[config.mk]
export PLATFORM = sky130hd
export DESIGN_NAME = muldiv_unit_flat
export DESIGN_NICKNAME = d
export VERILOG_FILES = /design/src/rtl/muldiv_unit_if.sv /design/src/rtl/muldiv_unit.sv /design/src/flat_wrapper.sv
export SDC_FILE = /design/constraint.sdc
export NUM_CORES = 1
export LEC_CHECK = 0
export ABC_AREA = 0
export BUFFER_PORTS_ARGS = -buffer_cell sky130_fd_sc_hd__buf_2
export CAP_MARGIN = 40
export CORE_MARGIN = 10
export CORE_UTILIZATION = 50
export CTS_BUF_LIST = sky130_fd_sc_hd__clkbuf_4 sky130_fd_sc_hd__clkbuf_8
export DETAILED_ROUTE_END_ITERATION = 12
export PLACE_DENSITY_LB_ADDON = 0.2
export SLEW_MARGIN = 10
export SYNTH_ARGS = -nofsm -noshare
export SYNTH_HDL_FRONTEND = slang
export SYNTH_SLANG_ARGS = --single-unit
[constraint.sdc]
create_clock -name clk -period 5.4 [get_ports clk]
set_input_delay 0.54 -clock clk [delete_from_list [all_inputs] [get_ports clk]]
set_output_delay 0.54 -clock clk [all_outputs]
set_load 0.05 [all_outputs]
[src/rtl/muldiv_unit_if.sv]
// Request/result bundle between the control unit and muldiv_unit.
// master drives operands and control; slave returns HI/LO and status.
interface muldiv_unit_if #(
   parameter int WIDTH = 32
);
   logic             start;
   logic [1:0]       op;
   logic [WIDTH-1:0] a;
   logic [WIDTH-1:0] b;
   logic             abort;
   logic [WIDTH-1:0] hi;
   logic [WIDTH-1:0] lo;
   logic             busy;
   logic             ready;
   logic             div_zero;

   modport master (
      output start, op, a, b, abort,
      input  hi, lo, busy, ready, div_zero
   );

   modport slave (
      input  start, op, a, b, abort,
      output hi, lo, busy, ready, div_zero
   );
endinterface

[src/rtl/muldiv_unit.sv]
// Iterative radix-2 multiply / restoring divide with HI/LO results.
// Define MULDIV_EARLY_TERM_EN to end multiplies once the multiplier runs out.
module muldiv_unit #(
   parameter int WIDTH = 32
) (
   input logic          clk,
   input logic          reset_n,
   muldiv_unit_if.slave bus
);
   localparam int CW = $clog2(WIDTH);
   localparam logic [CW-1:0] LAST = CW'(WIDTH - 1);

   typedef enum logic [1:0] {
      IDLE,
      RUN,
      FIX
   } state_t;

   state_t             state;
   state_t             state_nxt;
   logic [CW-1:0]      cnt;
   logic [1:0]         op_q;
   logic [WIDTH-1:0]   mplier;
   logic [2*WIDTH-1:0] acc;
   logic [2*WIDTH-1:0] mcand;
   logic               sign_p;
   logic               sign_r;
   logic               dz_q;
   logic [WIDTH-1:0]   hi_q;
   logic [WIDTH-1:0]   lo_q;
   logic               busy_q;
   logic               ready_q;
   logic               dz_out;

   logic               in_signed;
   logic               b_zero;
   logic [WIDTH-1:0]   abs_a;
   logic [WIDTH-1:0]   abs_b;
   logic               is_div;
   logic               mul_last;
   logic               last;
   logic [2*WIDTH-1:0] mul_sum;
   logic [WIDTH:0]     shifted;
   logic [WIDTH:0]     diff;
   logic [2*WIDTH-1:0] div_next;
   logic [2*WIDTH-1:0] prod_fix;
   logic [WIDTH-1:0]   quo_fix;
   logic [WIDTH-1:0]   rem_fix;

   assign in_signed = ~bus.op[0];
   assign b_zero    = (bus.b == '0);
   assign abs_a     = (in_signed && bus.a[WIDTH-1]) ? -bus.a : bus.a;
   assign abs_b     = (in_signed && bus.b[WIDTH-1]) ? -bus.b : bus.b;
   assign is_div    = op_q[1];

`ifdef MULDIV_EARLY_TERM_EN
   assign mul_last = ~|mplier[WIDTH-1:1];
`else
   assign mul_last = 1'b0;
`endif

   assign last    = (cnt == LAST) || (!is_div && mul_last);
   assign mul_sum = acc + (mplier[0] ? mcand : '0);

   // Remainder lives in the upper half, dividend/quotient bits in the lower.
   assign shifted  = {acc[2*WIDTH-1:WIDTH], acc[WIDTH-1]};
   assign diff     = shifted - {1'b0, mplier};
   assign div_next = diff[WIDTH]
                   ? {shifted[WIDTH-1:0], acc[WIDTH-2:0], 1'b0}
                   : {diff[WIDTH-1:0], acc[WIDTH-2:0], 1'b1};

   assign prod_fix = sign_p ? -acc : acc;
   assign quo_fix  = sign_p ? -acc[WIDTH-1:0] : acc[WIDTH-1:0];
   assign rem_fix  = sign_r ? -acc[2*WIDTH-1:WIDTH]
                            : acc[2*WIDTH-1:WIDTH];

   always_ff @(posedge clk or negedge reset_n) begin
      if (!reset_n) state <= IDLE;
      else          state <= state_nxt;
   end

   always_comb begin
      state_nxt = state;
      unique case (state)
         IDLE: begin
            if (bus.start)
               state_nxt = (bus.op[1] && b_zero) ? FIX : RUN;
         end
         RUN: begin
            if (bus.abort) state_nxt = IDLE;
            else if (last) state_nxt = FIX;
         end
         FIX:     state_nxt = IDLE;
         default: state_nxt = IDLE;
      endcase
   end

   always_ff @(posedge clk or negedge reset_n) begin
      if (!reset_n) begin
         cnt     <= '0;
         op_q    <= '0;
         mplier  <= '0;
         acc     <= '0;
         mcand   <= '0;
         sign_p  <= 1'b0;
         sign_r  <= 1'b0;
         dz_q    <= 1'b0;
         hi_q    <= '0;
         lo_q    <= '0;
         busy_q  <= 1'b0;
         ready_q <= 1'b0;
         dz_out  <= 1'b0;
      end else begin
         ready_q <= 1'b0;
         busy_q  <= (state_nxt != IDLE);
         unique case (state)
            IDLE: begin
               if (bus.start) begin
                  op_q   <= bus.op;
                  cnt    <= '0;
                  dz_out <= 1'b0;
                  dz_q   <= bus.op[1] && b_zero;
                  sign_p <= in_signed & (bus.a[WIDTH-1] ^ bus.b[WIDTH-1]);
                  sign_r <= in_signed & bus.a[WIDTH-1];
                  mplier <= abs_b;
                  mcand  <= {{WIDTH{1'b0}}, abs_a};
                  acc    <= bus.op[1] ? {{WIDTH{1'b0}}, abs_a} : '0;
               end
            end
            RUN: begin
               if (!bus.abort) begin
                  cnt <= cnt + CW'(1);
                  if (is_div) begin
                     acc <= div_next;
                  end else begin
                     acc    <= mul_sum;
                     mcand  <= mcand << 1;
                     mplier <= mplier >> 1;
                  end
               end
            end
            FIX: begin
               if (!bus.abort) begin
                  ready_q <= 1'b1;
                  if (dz_q) begin
                     dz_out <= 1'b1;
                  end else if (is_div) begin
                     hi_q <= rem_fix;
                     lo_q <= quo_fix;
                  end else begin
                     hi_q <= prod_fix[2*WIDTH-1:WIDTH];
                     lo_q <= prod_fix[WIDTH-1:0];
                  end
               end
            end
            default: ;
         endcase
      end
   end

   assign bus.hi       = hi_q;
   assign bus.lo       = lo_q;
   assign bus.busy     = busy_q;
   assign bus.ready    = ready_q;
   assign bus.div_zero = dz_out;
endmodule
[src/flat_wrapper.sv]
// flat-port wrapper written by rule: the top's interface ports become plain ports
module muldiv_unit_flat 
#(
   parameter int WIDTH = 32
)
  (clk, reset_n, bus_start, bus_op, bus_a, bus_b, bus_abort, bus_hi, bus_lo, bus_busy, bus_ready, bus_div_zero);
  muldiv_unit_if #(.WIDTH(WIDTH)) bus_i ();
  input logic clk;
  input logic reset_n;
  input wire logic [$bits(bus_i.start)-1:0] bus_start;
  input wire logic [$bits(bus_i.op)-1:0] bus_op;
  input wire logic [$bits(bus_i.a)-1:0] bus_a;
  input wire logic [$bits(bus_i.b)-1:0] bus_b;
  input wire logic [$bits(bus_i.abort)-1:0] bus_abort;
  output wire logic [$bits(bus_i.hi)-1:0] bus_hi;
  output wire logic [$bits(bus_i.lo)-1:0] bus_lo;
  output wire logic [$bits(bus_i.busy)-1:0] bus_busy;
  output wire logic [$bits(bus_i.ready)-1:0] bus_ready;
  output wire logic [$bits(bus_i.div_zero)-1:0] bus_div_zero;
  assign bus_i.start = bus_start;
  assign bus_i.op = bus_op;
  assign bus_i.a = bus_a;
  assign bus_i.b = bus_b;
  assign bus_i.abort = bus_abort;
  assign bus_hi = bus_i.hi;
  assign bus_lo = bus_i.lo;
  assign bus_busy = bus_i.busy;
  assign bus_ready = bus_i.ready;
  assign bus_div_zero = bus_i.div_zero;
  muldiv_unit #(.WIDTH(WIDTH)) u_core (.clk(clk), .reset_n(reset_n), .bus(bus_i));
endmodule
==> results by stage <==
Synth:
- Measured against the total synthesized area, the mux share comes to 1.51%.
- The commonest register cell after synthesis is sky130_fd_sc_hd__dfrtp_1.
- The largest family of logic cells by synthesized area is compound AO/OA/AOI/OAI gates.
- The number of storage elements in the synthesis netlist is 238.
- The area fraction in and, or, nand and nor cells after synthesis is 21.0%.
- Summed over its instances, the top area cell type makes up 30.7% of the synthesized netlist area.
- After synthesis, the share of flip-flops with an asynchronous set or reset is 100%.
- The count of mapped cells out of synthesis is 2478.
- The post-synth net total is 2651.
- The netlist uses 92 different library cells.
- The synthesis warning total is 0.
- Ranked by total cell area, the synthesized netlist is headed by sky130_fd_sc_hd__dfrtp_1 (31%), sky130_fd_sc_hd__nand2_1 (6.7%), sky130_fd_sc_hd__ha_1 (6.5%).
- A synthesized cell averages 7.84 um2.
- The mapped netlist covers 19400 um2.
- The synthesized-area fraction occupied by ao, oa, aoi and oai cells is 26.2%.
- The commonest cells after synthesis are sky130_fd_sc_hd__nand2_1 (345), sky130_fd_sc_hd__dfrtp_1 (238), sky130_fd_sc_hd__a21oi_1 (226), sky130_fd_sc_hd__o21ai_0 (218), sky130_fd_sc_hd__nor2_1 (187).
- In the post-synthesis netlist, the cell with the most instances is sky130_fd_sc_hd__nand2_1.
- The biggest area contributor in the post-synthesis netlist is sky130_fd_sc_hd__dfrtp_1.
- The synthesized-area fraction occupied by xor and xnor cells is 9.24%.
- Of the total synthesized cell area, the portion taken by full adders, half adders and majority gates is 6.71%.
- Of the synthesized area, sequential elements account for 30.7%.
- The number of enable-type register cells in the synthesized netlist is 0.

GRT:
- Entering global routing, the biggest net connects 107 pins.
- The final global-route overflow total is 0.
- The first global-routing pass estimated 104 mm of wire.
- The number of antenna violations at the first check in global routing is 1.
- The via count of the first global-routing pass is 17915.
- The global-route usage over all layers is 27.6%.

Critical path:
- The worst endpoint required time is 5.91 ns.
- The worst-case register-to-register setup slack is 1.19 ns.
- The launching element type of the critical path is a register.
- The worst setup path is of the reg -> reg kind.
- The beginning of the worst register-to-register path is u_core.mplier[0].
- The capturing point of the worst reg2reg path is u_core.acc[61].
- Counting cells, the worst reg-to-reg path comes to 13.
- The capturing element type of the critical path is a register.
- Data arrives at the worst endpoint at 4.73 ns.
- In this run the worst path has a maximum fanout of 29.

Timing:
- The pin slew with the least headroom to its limit is 0.905 ns.
- The clock period minus worst slack is 4.21 ns.
- Clock skew on the completed layout was measured at 0.0403 ns.
- The number of failing hold endpoints at the final stage is 0.
- Setup violations remaining at the end of the flow were counted as 0.
- Setup repair after global routing left no endpoint under its margin.
- The worst path uses 78.0% of the clock period.
- The max-slew violation count is 0.
- The timing-limited maximum frequency is 237 MHz.
- The relative max-transition margin is 38.9%.
- For the final routed database, the setup TNS stands at 0 ns.

Pwr:
- Combinational cells account for 59.9% of the total power.
- The sequential group share of total power is 24.6%.
- The overall power is 0.0121 W.
- The internal portion of the total power is 0.00600 W.
- For this design the static power due to leakage is 9.80 nW.
- The maximum vdd drop is 0.000241 V.
- Net switching is 50.4% of the power.
- Per report_power, the clock group accounts for 15.5% of the total.
- The power density of the placed cells is 563 nW/um2.
- The total net switching power is 0.00610 W.

Clocking:
- The later pin in the worst-skew pair is clocked with a latency of 0.64 ns.
- The worst-case clock buffer depth is 3.
- The clock tree from TritonCTS is yes.
- In this run the number of H-tree levels came out at 2.
- The TritonCTS buffer count is 44.
- The cell chosen for the clock root is sky130_fd_sc_hd__clkbuf_8.
- The number of sinks on the clock net is 238.
- After clock tree synthesis, the clock-pin slew on the worst setup and hold paths is 0.06 ns.

Cells and area:
- Once layout is complete, the utilization of the core stands at 55.8%.
- The final net count is 2714.
- The layout filler cell count is 3694.
- The summed area of non-filler cells in the final layout is 21500 um2.
- The layout overhead on the synthesized area is 10.7%.
- The number of non-filler instances in the completed layout is 3088.
- The share of cells above drive strength 1 is 11.6%.
- The number of inserted diodes is 0.

Floorplanning:
- The floorplan row count is 72.
- The floorplan step set the die height to 217 um.
- The placeable core area is 38600 um2.
- The effective utilization at floorplan is 50.4%.
- Measured along the x axis, the die boundary spans 217 um.
- The number of top-level pins is 137.
- The die covers 47100 um2.

Routing:
- After detailed routing, the number of remaining DRC violations is 0.
- In this run, the number of DRC markers left after iteration 0 of detailed routing was 1966.
- Dividing the detail-routed via count by the number of cells gives 6.14.
- The pre-antenna-repair detailed-routing pass consisted of 6 iterations.
- For this block, the routed nets add up to 66.5 mm of wire.
- The number of nets still failing antenna checks after routing is 0.
- The routed layout has 18970 vias.
- The post-detailed-route wirelength per cell is 21.5 um.

Run status:
- The flow ran to the end, and the final reports show no timing, DRC or antenna violations.

Place:
- In this run the tool buffered the top-level ports with 136 buffer cells.
- Once placement completed, the tool counted placed cells totaling 3012.
- The placed wire-length estimate is 50.6 mm.
- After detailed placement, the total cell area comes to 20600 um2.
- The congestion estimate from routability-driven global placement came to 1.01.

Hold path:
- The classification of the worst-slack hold path is in -> reg.
- The worst hold endpoint is u_core.bus.ready.
- In this run the most critical hold path is launched from bus_abort.
- The cell depth of the worst min-delay path is 2.

Job:
- The number of max-cap violations is 0.
==> layout make-up <==
class | instances | area [um2] | area share [%]
flip-flops and latches | 238 | 5960 | 27.7
repair buffers | 177 | 1070 | 5.00
multi-input cells | 2005 | 12600 | 58.7
clock inverters | 16 | 150 | 0.698
inverters | 75 | 282 | 1.31
clock buffers | 59 | 768 | 3.57
well taps | 518 | 648 | 3.01
==> per-layer routing <==
metal  vias up  part of all wire (%)  global-route usage (%)
met5         -                 0.020                       0
met4         2                   2.9                    9.16
met3       114                   8.7                    5.64
met2       750                    41                    39.6
met1      9063                    47                    40.4
li1       9041                     -                       -
==> critical path: stages (launching register included) <==
cell                       delay, ns
sky130_fd_sc_hd__dfrtp_1        0.38
sky130_fd_sc_hd__buf_4          0.23
sky130_fd_sc_hd__and2_1         0.18
sky130_fd_sc_hd__ha_1           0.39
sky130_fd_sc_hd__a21oi_1        0.26
sky130_fd_sc_hd__o21a_1         0.22
sky130_fd_sc_hd__o221ai_1       0.14
sky130_fd_sc_hd__a211o_1        0.32
sky130_fd_sc_hd__a311o_1        0.40
sky130_fd_sc_hd__a41oi_1        0.71
sky130_fd_sc_hd__nor2_1         0.12
sky130_fd_sc_hd__a211o_1        0.32
sky130_fd_sc_hd__mux2i_1        0.12
sky130_fd_sc_hd__a221oi_1       0.30
==> stage by stage <==
stage	setup slack, ns	hold WS (ns)
global placement	1.34	0.455
floorplan	1.92	0.244
detailed placement	1.29	0.460
finish	1.19	0.193
global route	1.06	0.186
CTS	1.27	0.153
==> kinds of logic (layout without fill, tap and decap cells) <==
logic type,after synthesis,count (layout)
AOI/OAI and AO/OA,805,805
xor gates and xnor gates,204,204
adders and majority gates,103,103
buffers and inverters,235,327
DFF,238,238
muxes,29,29
and+or+nand+nor,864,864
==> sequential cells by signal, summed over array words and instances, names as in the netlist, 2 cells and up <==
| register | cells |
|---|---|
| u_core.state | 2 |
| u_core.bus.lo | 32 |
| u_core.mplier | 32 |
| u_core.acc | 64 |
| u_core.cnt | 5 |
| u_core.bus.hi | 32 |
| u_core.mcand | 64 |
==> how the worst max path moves through the flow <==
stage                           startpoint        endpoint  depth (start not counted)
final                     u_core.mplier[0]  u_core.acc[61]                         13
after global routing      u_core.mplier[0]  u_core.acc[35]                         15
after CTS                 u_core.mplier[0]  u_core.acc[61]                         13
after detailed placement  u_core.mplier[0]  u_core.acc[35]                         15
after global placement    u_core.mplier[0]  u_core.acc[61]                         13
after floorplan           u_core.mplier[0]  u_core.acc[61]                         15
==> cells in the final DEF, fill, tap and decap left out, types with 8 or more instances in the layout <==
cell                       netlist  routed
sky130_fd_sc_hd__nand4_1        25      25
sky130_fd_sc_hd__mux2i_1        27      27
sky130_fd_sc_hd__clkinv_2        0       8
sky130_fd_sc_hd__ha_1          101     101
sky130_fd_sc_hd__xor2_1         97      97
sky130_fd_sc_hd__a31oi_1        22      22
sky130_fd_sc_hd__o221ai_1       24      24
sky130_fd_sc_hd__nor2_1        187     185
sky130_fd_sc_hd__and2_1         71      71
sky130_fd_sc_hd__o21ai_1        19      19
sky130_fd_sc_hd__o21bai_1       16      16
sky130_fd_sc_hd__o41ai_1        11      11
sky130_fd_sc_hd__o31ai_1        25      25
sky130_fd_sc_hd__buf_4           2      34
sky130_fd_sc_hd__nand2_1       345     344
sky130_fd_sc_hd__a21o_1         49      49
sky130_fd_sc_hd__o22ai_1        12      12
sky130_fd_sc_hd__o21a_1         28      28
sky130_fd_sc_hd__a22oi_1        15      15
sky130_fd_sc_hd__o211ai_1       38      38
sky130_fd_sc_hd__nor4_1         12      12
sky130_fd_sc_hd__xnor2_1       106     106
sky130_fd_sc_hd__a211oi_1       22      22
sky130_fd_sc_hd__nand2b_1       12      10
sky130_fd_sc_hd__or3_1          12      12
sky130_fd_sc_hd__buf_2           5     135
sky130_fd_sc_hd__inv_1          75      75
sky130_fd_sc_hd__nor2b_1        16      15
sky130_fd_sc_hd__or4_1          10      10
sky130_fd_sc_hd__a221o_1         8       8
sky130_fd_sc_hd__clkbuf_8        0      52
sky130_fd_sc_hd__a21oi_1       226     226
sky130_fd_sc_hd__nor3_1         41      41
sky130_fd_sc_hd__nand3_1        80      80
sky130_fd_sc_hd__o21ai_0       218     218
sky130_fd_sc_hd__dfrtp_1       238     237
sky130_fd_sc_hd__and3_1         12      12
==> power groups by stage <==
stage               logic (W)  clock network (W)  registers [W]
finish                0.00725            0.00187        0.00298
global route          0.00796            0.00199        0.00303
CTS                   0.00712            0.00191        0.00294
detailed placement    0.00708                  0        0.00297
global placement      0.00701                  0        0.00296
floorplan             0.00539                  0        0.00260
==> timing repair <==
action | 4_1_cts | 5_1_grt
endpoints found under the hold margin | 78 | 0
hold buffers | 1 | 0
gates resized for setup | 0 | 0
setup buffers | 0 | 0
Power figures use the tool's default switching activity.
